[src/rtl/loopyV_data_types.sv]
// Shared pipeline data types.
// Holds the load/store width encodings (funct3) and the LSU bus FSM state type,
// plus small helpers for byte-lane generation and access legality.
package loopyV_data_types;

   localparam logic [2:0] FUNCT3_BYTE   = 3'b000;
   localparam logic [2:0] FUNCT3_HALF   = 3'b001;
   localparam logic [2:0] FUNCT3_WORD   = 3'b010;
   localparam logic [2:0] FUNCT3_BYTE_U = 3'b100;
   localparam logic [2:0] FUNCT3_HALF_U = 3'b101;

   typedef enum logic [1:0] {
      IDLE = 2'd0,
      REQ  = 2'd1,
      WAIT = 2'd2,
      DONE = 2'd3
   } lsuStateType;

   // Unsigned widths only exist for loads.
   function automatic logic lsu_illegal(input logic [2:0] funct3, input logic is_store);
      logic ill;
      case (funct3)
         FUNCT3_BYTE, FUNCT3_HALF, FUNCT3_WORD: ill = 1'b0;
         FUNCT3_BYTE_U, FUNCT3_HALF_U:          ill = is_store;
         default:                               ill = 1'b1;
      endcase
      return ill;
   endfunction

   function automatic logic lsu_misaligned(input logic [2:0] funct3, input logic [1:0] offset);
      logic mis;
      case (funct3)
         FUNCT3_HALF, FUNCT3_HALF_U: mis = offset[0];
         FUNCT3_WORD:                mis = (offset != 2'b00);
         default:                    mis = 1'b0;
      endcase
      return mis;
   endfunction

   function automatic logic [3:0] lsu_byte_enable(input logic [2:0] funct3, input logic [1:0] offset);
      logic [3:0] be;
      case (funct3)
         FUNCT3_BYTE, FUNCT3_BYTE_U: be = 4'b0001 << offset;
         FUNCT3_HALF, FUNCT3_HALF_U: be = offset[1] ? 4'b1100 : 4'b0011;
         default:                    be = 4'b1111;
      endcase
      return be;
   endfunction

   // Data is replicated across lanes so the byte enables alone select the target.
   function automatic logic [31:0] lsu_store_lanes(input logic [2:0] funct3, input logic [31:0] sd);
      logic [31:0] wd;
      case (funct3)
         FUNCT3_BYTE, FUNCT3_BYTE_U: wd = {4{sd[7:0]}};
         FUNCT3_HALF, FUNCT3_HALF_U: wd = {2{sd[15:0]}};
         default:                    wd = sd;
      endcase
      return wd;
   endfunction

endpackage

[src/rtl/lsu_load_align.sv]
// Load data formatter.
// Shifts the addressed byte/halfword of a bus word down to bit 0 and sign- or
// zero-extends it according to funct3. Purely combinational.
//   rdata  in  32  raw word from the data bus
//   offset in  2   byte offset within the word
//   funct3 in  3   load width / signedness
//   data   out 32  formatted load result
module lsu_load_align
   import loopyV_data_types::*;
(
   input  logic [31:0] rdata,
   input  logic [1:0]  offset,
   input  logic [2:0]  funct3,
   output logic [31:0] data
);

   logic [31:0] shifted;

   assign shifted = rdata >> {offset, 3'b000};

   always_comb begin
      data = shifted;
      case (funct3)
         FUNCT3_BYTE:   data = {{24{shifted[7]}}, shifted[7:0]};
         FUNCT3_HALF:   data = {{16{shifted[15]}}, shifted[15:0]};
         FUNCT3_BYTE_U: data = {24'h0, shifted[7:0]};
         FUNCT3_HALF_U: data = {16'h0, shifted[15:0]};
         default:       data = shifted;   // word accesses are always at offset 0
      endcase
   end

endmodule

[src/rtl/lsu_dbus.sv]
// Load/store unit, data-bus initiator.
// Takes EX-stage memory controls, runs one bus transaction at a time while
// stalling the pipeline, and returns formatted load data or a fault strobe.
//   clk, arst                    clock, async active-high reset
//   loadSignalEX/storeSignalEX   access request from EX
//   loadStoreByteSelectEX        funct3 width select
//   addressEX, storeDataEX       byte address and rs2 data
//   stallLSU                     holds IF/ID/EX during an access
//   loadDataValid, loadData      one-cycle load result
//   misalignedFault, busFault    one-cycle fault strobes
//   dbus*                        data-memory bus (req/gnt, rvalid/rdata/err)
//
// state | meaning
// IDLE  | no access in flight; legal EX access starts one, bad one faults
// REQ   | dbusReq held until dbusGnt
// WAIT  | granted, waiting for dbusRvalid
// DONE  | response registered; strobes out, stall released
module lsu_dbus
   import loopyV_data_types::*;
(
   input  logic        clk,
   input  logic        arst,
   input  logic        loadSignalEX,
   input  logic        storeSignalEX,
   input  logic [2:0]  loadStoreByteSelectEX,
   input  logic [31:0] addressEX,
   input  logic [31:0] storeDataEX,
   output logic        stallLSU,
   output logic        loadDataValid,
   output logic [31:0] loadData,
   output logic        misalignedFault,
   output logic        busFault,
   output logic        dbusReq,
   output logic [31:0] dbusAddr,
   output logic        dbusWe,
   output logic [3:0]  dbusBe,
   output logic [31:0] dbusWdata,
   input  logic        dbusGnt,
   input  logic        dbusRvalid,
   input  logic [31:0] dbusRdata,
   input  logic        dbusErr
);

   lsuStateType state_q, state_d;

   logic [2:0]  funct3_q;
   logic [1:0]  offset_q;
   logic        resp_err_q;
   logic        resp_load_q;
   logic [31:0] aligned_data;

   logic access, bad_access, legal_access, start;

   // Gating with arst keeps every output low while reset is held, even if
   // EX still presents an access.
   assign access       = (loadSignalEX | storeSignalEX) & ~arst;
   assign bad_access   = lsu_illegal(loadStoreByteSelectEX, storeSignalEX)
                       | lsu_misaligned(loadStoreByteSelectEX, addressEX[1:0]);
   assign legal_access = access & ~bad_access;

   lsu_load_align u_align (
      .rdata  (dbusRdata),
      .offset (offset_q),
      .funct3 (funct3_q),
      .data   (aligned_data)
   );

   always_comb begin
      state_d         = state_q;
      start           = 1'b0;
      stallLSU        = 1'b0;
      dbusReq         = 1'b0;
      misalignedFault = 1'b0;
      loadDataValid   = 1'b0;
      busFault        = 1'b0;
      case (state_q)
         IDLE: begin
            if (legal_access) begin
               start    = 1'b1;
               stallLSU = 1'b1;
               state_d  = REQ;
            end else if (access) begin
               misalignedFault = 1'b1;
            end
         end
         REQ: begin
            dbusReq  = 1'b1;
            stallLSU = 1'b1;
            if (dbusGnt) state_d = WAIT;
         end
         WAIT: begin
            stallLSU = 1'b1;
            if (dbusRvalid) state_d = DONE;
         end
         DONE: begin
            // EX still holds the finished instruction this cycle; do not restart.
            loadDataValid = resp_load_q & ~resp_err_q;
            busFault      = resp_err_q;
            state_d       = IDLE;
         end
         default: state_d = IDLE;
      endcase
   end

   always_ff @(posedge clk or posedge arst) begin
      if (arst) begin
         state_q     <= IDLE;
         funct3_q    <= 3'b000;
         offset_q    <= 2'b00;
         dbusAddr    <= 32'h0;
         dbusWe      <= 1'b0;
         dbusBe      <= 4'h0;
         dbusWdata   <= 32'h0;
         resp_err_q  <= 1'b0;
         resp_load_q <= 1'b0;
         loadData    <= 32'h0;
      end else begin
         state_q <= state_d;
         if (start) begin
            funct3_q  <= loadStoreByteSelectEX;
            offset_q  <= addressEX[1:0];
            dbusAddr  <= {addressEX[31:2], 2'b00};
            dbusWe    <= storeSignalEX;
            dbusBe    <= lsu_byte_enable(loadStoreByteSelectEX, addressEX[1:0]);
            dbusWdata <= lsu_store_lanes(loadStoreByteSelectEX, storeDataEX);
         end
         if (state_q == WAIT && dbusRvalid) begin
            resp_err_q  <= dbusErr;
            resp_load_q <= ~dbusWe;
            loadData    <= aligned_data;
         end
      end
   end

endmodule

[config.mk]
export PLATFORM = sky130hd
export DESIGN_NAME = lsu_dbus
export DESIGN_NICKNAME = d
export VERILOG_FILES = /design/src/rtl/loopyV_data_types.sv /design/src/rtl/lsu_load_align.sv /design/src/rtl/lsu_dbus.sv
export SDC_FILE = /design/constraint.sdc
export NUM_CORES = 1
export LEC_CHECK = 0
export CAP_MARGIN = 5
export CORE_ASPECT_RATIO = 2
export CORE_MARGIN = 2
export CORE_UTILIZATION = 44
export DETAILED_ROUTE_END_ITERATION = 16
export HOLD_SLACK_MARGIN = 0.12
export PLACE_DENSITY = 0.81
export SYNTH_ARGS = -nofsm -noshare
export SYNTH_HDL_FRONTEND = slang
export SYNTH_SLANG_ARGS = --single-unit
[constraint.sdc]
create_clock -name clk -period 5.03 [get_ports clk]
set_input_delay 1.006 -clock clk [delete_from_list [all_inputs] [get_ports clk]]
set_output_delay 1.006 -clock clk [all_outputs]
set_load 0.005 [all_outputs]
==> results.cfg <==
[synth]
yosys_warnings = 0
synth_edf_count = 0
syn_inst = 468
synth_seq_area_share_pct = 50.9
synth-seq-cells = 108
synthFlopType = dfrtp_1
synthesis.area_um2 = 5310
async_reset_ff_share_pct = 100
synth.distinct_cells = 39
synth_area_per_cell_um2 = 11.3

[global_route]
antenna_found_initial = 0
grt_max_degree = 76
grt_pass1_wl_mm = 23.4
gr-total-overflow = 0
grtUsageTotal_pct = 23.7
grt_pass1_vias = 4697

[drt]
drc = 0
vias = 4335
routedWlPerCell_um = 18.9
vias_per_cell = 5.35
drt-initial-drc-count = 223
first_pass_iters = 4
ant_nets = 0
routed_wirelength_mm = 15.3

[sta]
rsz0062_at_grt = no
slew_headroom_pct = 13.6
post-route-period-util_pct = 80.6
tightest_slew_ns = 1.30
fmax_mhz = 247
fin_tns_setup_ns = 0
setup_viol = 0
final.setup_skew_ns = 0.0111
slew_viol_final = 0
timing.hold.ws_ns = 0.487
hold_viol = 0
period_needed_ns = 4.06

[floorplanning]
std_cell_rows = 56
die_w_um = 81.7
initial_core_util_pct = 45.1
core_area_um2 = 11800
pin_count = 212
design.die.area_um2 = 13000
fp.dieH_um = 159

[setup_path]
worstSetupEndpointType = primary output
crit_fanout = 8
start_kind = primary input
critPathKind = in -> out
critPathRequiredTime_ns = 4.02
cp_data_arrival_time_ns = 3.05

[cells_and_area]
syn2layout_area_growth_pct = 45.7
final_util_pct = 65.7
drive_gt1_share_pct = 13.4
antenna_cells = 0
fill_cells = 943
nets = 772
final_cells = 811

[status]
outcome = finished, final reports clean

[clock_network]
cts_tree = done
ctsLongestPathBuffers = 2
cts.htree.levels = 3
post_cts_buffers = 0
clk_pin_slew_ns = 0.08
numCtsBuffers = 9
cts_hold_buf = 0
clock-sinks = 108
cts_root_buf = clkbuf_16
cts-resized-gates = 0
clock_latency_ns = 0.35

[pwr]
p_leak_nw = 3.45
p_int_mw = 2.94
power.density_nw_per_um2 = 569
switching_power_mw = 1.46
irDropWorstVdd_mv = 0.294
pwr-share-seq_pct = 37.3
total_power_mw = 4.40
clkPwrFrac_pct = 15.5
power_frac_comb_pct = 47.2
sw_frac_of_total_pct = 33.3

[placement]
dp_hpwl_mm = 11.7
dp.cells = 795
io_buffer_count = 209
place_congestion = 0.841

[flow_run]
cap_violations = 0

[hold_path]
hold_class = reg -> reg
-- power groups by stage --
stage	registers, mW	clock network (mW)	logic [mW]
final	1.64	0.684	2.08
after detailed placement	1.64	0	2.10
after global routing	1.69	0.738	2.24
after CTS	1.63	0.704	2.10
after floorplan	1.56	0	0.988
after global placement	1.62	0	2.03
-- cells by family after synthesis --
group	count (synthesis)	share of synthesized area, %
mux	93	22.1
buf+inv	42	4.24
simple gates	99	7.83
flops	108	50.9
compound gates	120	13.6
fa+ha+maj	5	1.18
other cells	1	0.0707
-- registers in the layout, indices dropped and copies added (netlist names) --
signal / count
dbusWdata: 32
loadData: 32
dbusAddr: 30
dbusBe: 4
funct3_q: 3
offset_q: 2
state_q: 2
dbusWe: 1
resp_err_q: 1
resp_load_q: 1
-- per-layer routing --
layer | part of all wire (%) | GRT usage [%] | routed length [um]
met5 | 0 | 0 | 0
met4 | 4.7 | 12.6 | 714
met3 | 6.6 | 5.44 | 1010
met2 | 55 | 43.5 | 8400
met1 | 34 | 23.4 | 5210
-- through the flow --
step / instance area [um2] / worst slack [ns]
2_1_floorplan: 5310 / 1.18
6_report: 7730 / 0.973
4_1_cts: 7730 / 0.978
5_1_grt: 7730 / 0.849
3_3_place_gp: 7440 / 1.03
3_5_place_dp: 7440 / 0.992
-- path summary, 6_finish.rpt --
check                                         start                        to  slack, ns  cells after the start
max                        loadStoreByteSelectEX[0]                  stallLSU       0.97                      5
min                         resp_load_q$_DFFE_PP0P_   resp_load_q$_DFFE_PP0P_       0.49                      2
max reg2reg                 offset_q[0]$_DFFE_PP0P_  loadData[14]$_DFFE_PP0P_       2.35                      4
min reg2reg                 resp_load_q$_DFFE_PP0P_   resp_load_q$_DFFE_PP0P_       0.49                      2
max in group asynchronous                      arst  loadData[30]$_DFFE_PP0P_       2.75                      3
min in group asynchronous                      arst  loadData[26]$_DFFE_PP0P_       1.25                      2
-- cell type report --
cell class	count	area, um2	share of cell area (%)
Tap cell	145	181	2.35
Inverter	8	32.5	0.421
Clock buffer	10	229	2.96
Timing Repair Buffer	215	2140	27.6
Multi-Input combinational cell	319	2390	30.9
Sequential cell	108	2700	35.0
Clock inverter	6	56.3	0.728
-- critical path: stages --
cell and delay, ns:
clkdlybuf4s50_1 0.63, nor4_2 0.57, o211ai_4 0.12, a21oi_1 0.17
clkdlybuf4s50_1 0.56
-- Yosys cell counts, types with 3 or more instances --
master	instances	area share (%)
o21ai_0	22	2.1
mux2_2	7	1.5
buf_2	5	0.47
mux2_4	41	12
nand2_1	47	3.3
nor2_1	39	2.8
buf_6	7	1.5
ha_1	5	1.2
a21oi_1	42	4.0
mux2i_1	40	7.5
a21oi_2	11	1.8
inv_1	8	0.57
dfrtp_1	108	51
mux2_1	3	0.64
clkbuf_1	18	1.3
o21a_1	6	0.85
o21ai_1	25	2.4
a2bb2oi_1	6	0.99
-- layout by cell type, fill, tap and decap left out, drive strengths merged, types with 5 or more instances in the layout --
master and instances:
a2bb2oi 6, buf 6, nor2 39, dfrtp 108, a21oi 53, ha 5
nand2 47, clkdlybuf4s50 209, o21a 6, mux2 51, clkbuf 10, inv 12
mux2i 40, o21ai 47
(Power assumes the default switching activity.)
